**config.mk**
```make
export PLATFORM = sky130hd
export DESIGN_NAME = tisc_ctrl
export DESIGN_NICKNAME = d
export VERILOG_FILES = /design/src/rtl/tisc_ctrl.sv
export SDC_FILE = /design/constraint.sdc
export NUM_CORES = 1
export LEC_CHECK = 0
export ABC_AREA = 1
export BUFFER_PORTS_ARGS = -buffer_cell sky130_fd_sc_hd__buf_2
export CAP_MARGIN = 20
export CORE_MARGIN = 2
export CORE_UTILIZATION = 34
export CTS_CLUSTER_SIZE = 30
export DETAILED_ROUTE_END_ITERATION = 12
export GPL_ROUTABILITY_DRIVEN = 0
export HOLD_SLACK_MARGIN = 0.06
export SLEW_MARGIN = 15
export SYNTH_ARGS = -nofsm -noshare
export SYNTH_HDL_FRONTEND = slang
export SYNTH_SLANG_ARGS = --single-unit
```
**constraint.sdc**
```tcl
create_clock -name clk -period 1.49 [get_ports clk]
set_input_delay 0.298 -clock clk [delete_from_list [all_inputs] [get_ports clk]]
set_output_delay 0.298 -clock clk [all_outputs]
set_load 0.02 [all_outputs]
```
**src/rtl/tisc_ctrl.sv**
```systemverilog
// tisc_ctrl: IF/ID/EX/MEM/WB control sequencer with halt, illegal-opcode and retire tracking.
// Optional TISC_CTRL_ILLEGAL_TRAP_EN makes illegal opcodes halt instead of running as NOP.
module tisc_ctrl #(
  parameter int RETIRE_W = 8
) (
  input  logic                clk,
  input  logic                rst_n,
  input  logic [3:0]          opcode,
  input  logic                stall,
  output logic [1:0]          alu_sel,
  output logic                reg_write_en,
  output logic                mem_write_en,
  output logic                mem_to_reg,
  output logic                mem_op,
  output logic                pc_en,
  output logic                halted,
  output logic                illegal,
  output logic [RETIRE_W-1:0] retired
);
  typedef enum logic [2:0] {S_IF, S_ID, S_EX, S_MEM, S_WB, S_HALT} state_t;
  state_t state, state_n;
  logic [3:0] op_q;
  logic ill_live, go_halt, exec;
  assign ill_live = opcode inside {[4'h7:4'hE]};
`ifdef TISC_CTRL_ILLEGAL_TRAP_EN
  assign go_halt = (opcode == 4'hF) || ill_live;
`else
  assign go_halt = opcode == 4'hF;
`endif
  always_comb begin
    state_n = state;
    case (state)
      S_IF:    state_n = S_ID;
      S_ID:    state_n = go_halt ? S_HALT : S_EX;
      S_EX:    state_n = S_MEM;
      S_MEM:   state_n = S_WB;
      S_WB:    state_n = S_IF;
      default: state_n = S_HALT;
    endcase
  end
  always_ff @(posedge clk) begin
    if (!rst_n) begin
      state   <= S_IF;
      op_q    <= 4'h0;
      illegal <= 1'b0;
      retired <= '0;
    end else if (!stall) begin
      state <= state_n;
      if (state == S_ID) begin
        op_q    <= opcode;
        illegal <= illegal | ill_live;
      end
      if (state == S_WB) retired <= retired + RETIRE_W'(1);
    end
  end
  // Strobes are a pure decode of state and op_q, so a stall freezes them for free.
  assign exec         = state inside {S_EX, S_MEM, S_WB};
  assign alu_sel      = (exec && op_q inside {[4'h1:4'h4]}) ? op_q[1:0] - 2'd1 : 2'b00;
  assign mem_op       = exec && (op_q == 4'h5 || op_q == 4'h6);
  assign mem_to_reg   = exec && op_q == 4'h5;
  assign mem_write_en = state == S_MEM && op_q == 4'h6;
  assign reg_write_en = state == S_WB && op_q inside {[4'h1:4'h5]};
  assign pc_en        = state == S_WB;
  assign halted       = state == S_HALT;
endmodule

```
==> impl_metrics.yaml <==
run_status:
  status: "complete, but fails checks"
  violations: "setup timing"
layout:
  fin_nets: 185
  layout-drive-gt1-share: 0.3721
  syn2layout_area_growth_pct: 41.12
  diodes: 0
global_routing:
  grt_pass1_wl_um: 3657
  grt_pass1_vias: 951
  grt_max_degree: 15
  overflow: 0
  antenna_found_initial: 0
  grt_usage: 0.1435
drt:
  drt_first_iter_violations: 19
  vias_per_cell: 4.772
  vias: 964
  wl_per_cell_um: 10.68
  drt-pass1-iter-count: 4
  drc: 0
  final_antenna_net_count: 0
  wl_um: 2158
timing:
  tightest_slew_ps: 275.2
  maxSlewHeadroom: 0.8163
  fin_worst_skew_ps: 2.736
  setup_violations: 6
  timing.final.crit_share: 1.145
  rsz0062_at_grt: "yes"
  period_minus_slack_ps: 1706
  hold_viol: 0
  holdWs_ps: 314.2
  setup_ws_ps: -215.7
  max_freq_mhz: 586.3
  slew_viol_final: 0
synthesis:
  yosysTopAreaCell: "dfxtp_1"
  syn-cell-area_um2: 915.9
  ys_types: 22
  syn-num-nets: 148
  syn_avg_cell_area_um2: 6.734
  synth_seq_cells: 16
  synth_cells: 136
  synth_area_leaders: "dfxtp_1, nand2_1, inv_1"
  yosys_warnings: 0
  yosys.area.top_type_share: 0.3497
  seq_area_frac_synth: 0.3497
setup_path:
  critPathKind: "register to output port"
  crit_required_ps: 1190
  cp-start-kind: "register"
  worstPathMaxFanout: 4
  critPathCaptureType: "output port"
  cp.arrival_ps: 1410
floorplanning:
  rows: 18
  dieWidth_um: 55.90
  die_area_mm2: 0.003125
  io_pins: 24
  start_util: 0.3631
  core_area_mm2: 0.002522
  die_y_um: 55.90
power:
  power.density_mw_per_mm2: 749.7
  power_uw: 969.0
  vdd_drop_max_mv: 0.4859
  p_leak_nw: 0.6174
clock_tree:
  clock_latency_ps: 280
  numCtsBuffers: 3
  clk_path_buf_depth: 2
  clk_pin_slew_ps: 90
  htreeDepth: 1
  cts-root-buf: "clkbuf_4"
  cts_tree: "done"
  cts_hold_buffers: 0
  cts_num_sinks: 16
placement:
  port_buffers: 23
  place_hpwl_um: 1514
job:
  drv_cap: 0
min_path:
  hold_path_class: "primary input to register"
==> Yosys cell counts (all sizes together) <==
cell type / number
a21oi: 12
a31oi: 2
and3: 1
buf: 2
dfxtp: 16
ha: 5
inv: 23
nand2: 28
nand3: 10
nand4: 1
nor2: 22
nor3: 2
o211ai: 1
o21ai: 9
o31ai: 1
xor2: 1
==> layout by cell type, fill, tap and decap left out <==
| cell type | count |
|---|---|
| nand3_1 | 8 |
| nor2_4 | 3 |
| ha_4 | 1 |
| dfxtp_4 | 2 |
| buf_4 | 15 |
| o21ai_0 | 8 |
| dfxtp_1 | 11 |
| nand2_4 | 2 |
| nor3_2 | 1 |
| nand4_1 | 1 |
| nor3_1 | 1 |
| ha_2 | 2 |
| nand2_2 | 1 |
| a31oi_1 | 2 |
| nand2_1 | 25 |
| o21ai_2 | 1 |
| clkbuf_8 | 1 |
| nor2_2 | 1 |
| o211ai_1 | 1 |
| buf_6 | 3 |
| inv_2 | 3 |
| xor2_1 | 1 |
| inv_1 | 19 |
| clkbuf_4 | 3 |
| o31ai_4 | 1 |
| ha_1 | 2 |
| nor2_1 | 18 |
| and3_1 | 1 |
| a21oi_1 | 10 |
| buf_2 | 16 |
| nand3_4 | 1 |
| a21oi_2 | 2 |
| nand3_2 | 1 |
| inv_4 | 1 |
| dfxtp_2 | 3 |
==> where the power goes <==
group	switching (mW)	internal [mW]	leakage (nW)	total [mW]
clock network	0.134	0.149	0.0210	0.282
registers	0.0223	0.445	0.133	0.467
logic	0.124	0.0956	0.464	0.220
==> worst max-delay path, cell delays in order (launching register included) <==
cell	delay, ps
dfxtp_2	350
buf_6	120
ha_4	170
nor2_4	100
nand3_4	90
o31ai_4	70
nor3_2	50
buf_4	160
==> flip-flops by register name, summed over array words and instances (netlist names) <==
name     flops
state        3
retired      8
op_q         4
illegal      1
==> metal layers <==
layer,vias to the layer above,wire length [um],share of wire,GRT usage
met3,2,79,0.037,0.02558
met4,0,14,0.0065,0.06803
met5,-,0,0,0
met2,18,1047,0.49,0.2568
met1,438,1017,0.47,0.1636
li1,506,-,-,-
==> path summary, 6_finish.rpt <==
| check | startpoint | to | slack [ps] | depth (start not counted) |
|---|---|---|---|---|
| worst max-delay path | op_q[0] | reg_write_en | -220 | 7 |
| worst min-delay path | stall | state[1] | 310 | 3 |
| worst max register to register | state[1] | retired[5] | 120 | 9 |
| worst min register to register | illegal | illegal | 460 | 2 |
==> per-stage QoR <==
step	instances	area, um2	TNS [ps]	setup WS (ps)	util
final	202	1292	-890.3	-215.7	0.5124
after global placement	187	1057	0	76.67	0.4191
after floorplan	136	920.9	0	106.1	-
after CTS	196	1207	-655.7	-220.3	0.4787
after detailed placement	187	1057	0	19.67	0.4191
after global routing	202	1292	-1384	-283.4	0.5124
==> layout make-up <==
| cell class | count | area [um2] |
|---|---|---|
| Clock buffer | 4 | 36.28 |
| Inverter | 23 | 88.84 |
| Sequential cell | 16 | 331.6 |
| Fill cell | 261 | 1230 |
| Timing Repair Buffer | 34 | 226.5 |
| Multi-Input combinational cell | 95 | 571.8 |
| Tap cell | 30 | 37.54 |
==> cell families (layout without fill, tap and decap cells) <==
| kind of cell | after synthesis | count (layout) | share of synthesized area |
|---|---|---|---|
| AOI/OAI and AO/OA | 25 | 25 | 0.1571 |
| xor gates and xnor gates | 1 | 1 | 0.009565 |
| adders and majority gates | 5 | 5 | 0.06831 |
| buffers and inverters | 25 | 61 | 0.1120 |
| DFF | 16 | 16 | 0.3497 |
| and+or+nand+nor | 64 | 64 | 0.3033 |
==> what timing repair did <==
action / 4_1_cts / 5_1_grt
buffers inserted: 5 / 6
gates cloned: 0 / 0
endpoints found under the setup margin: 6 / 9
pin swaps: 4 / 6
gates resized for setup: 27 / 10
(Power assumes the default switching activity.)
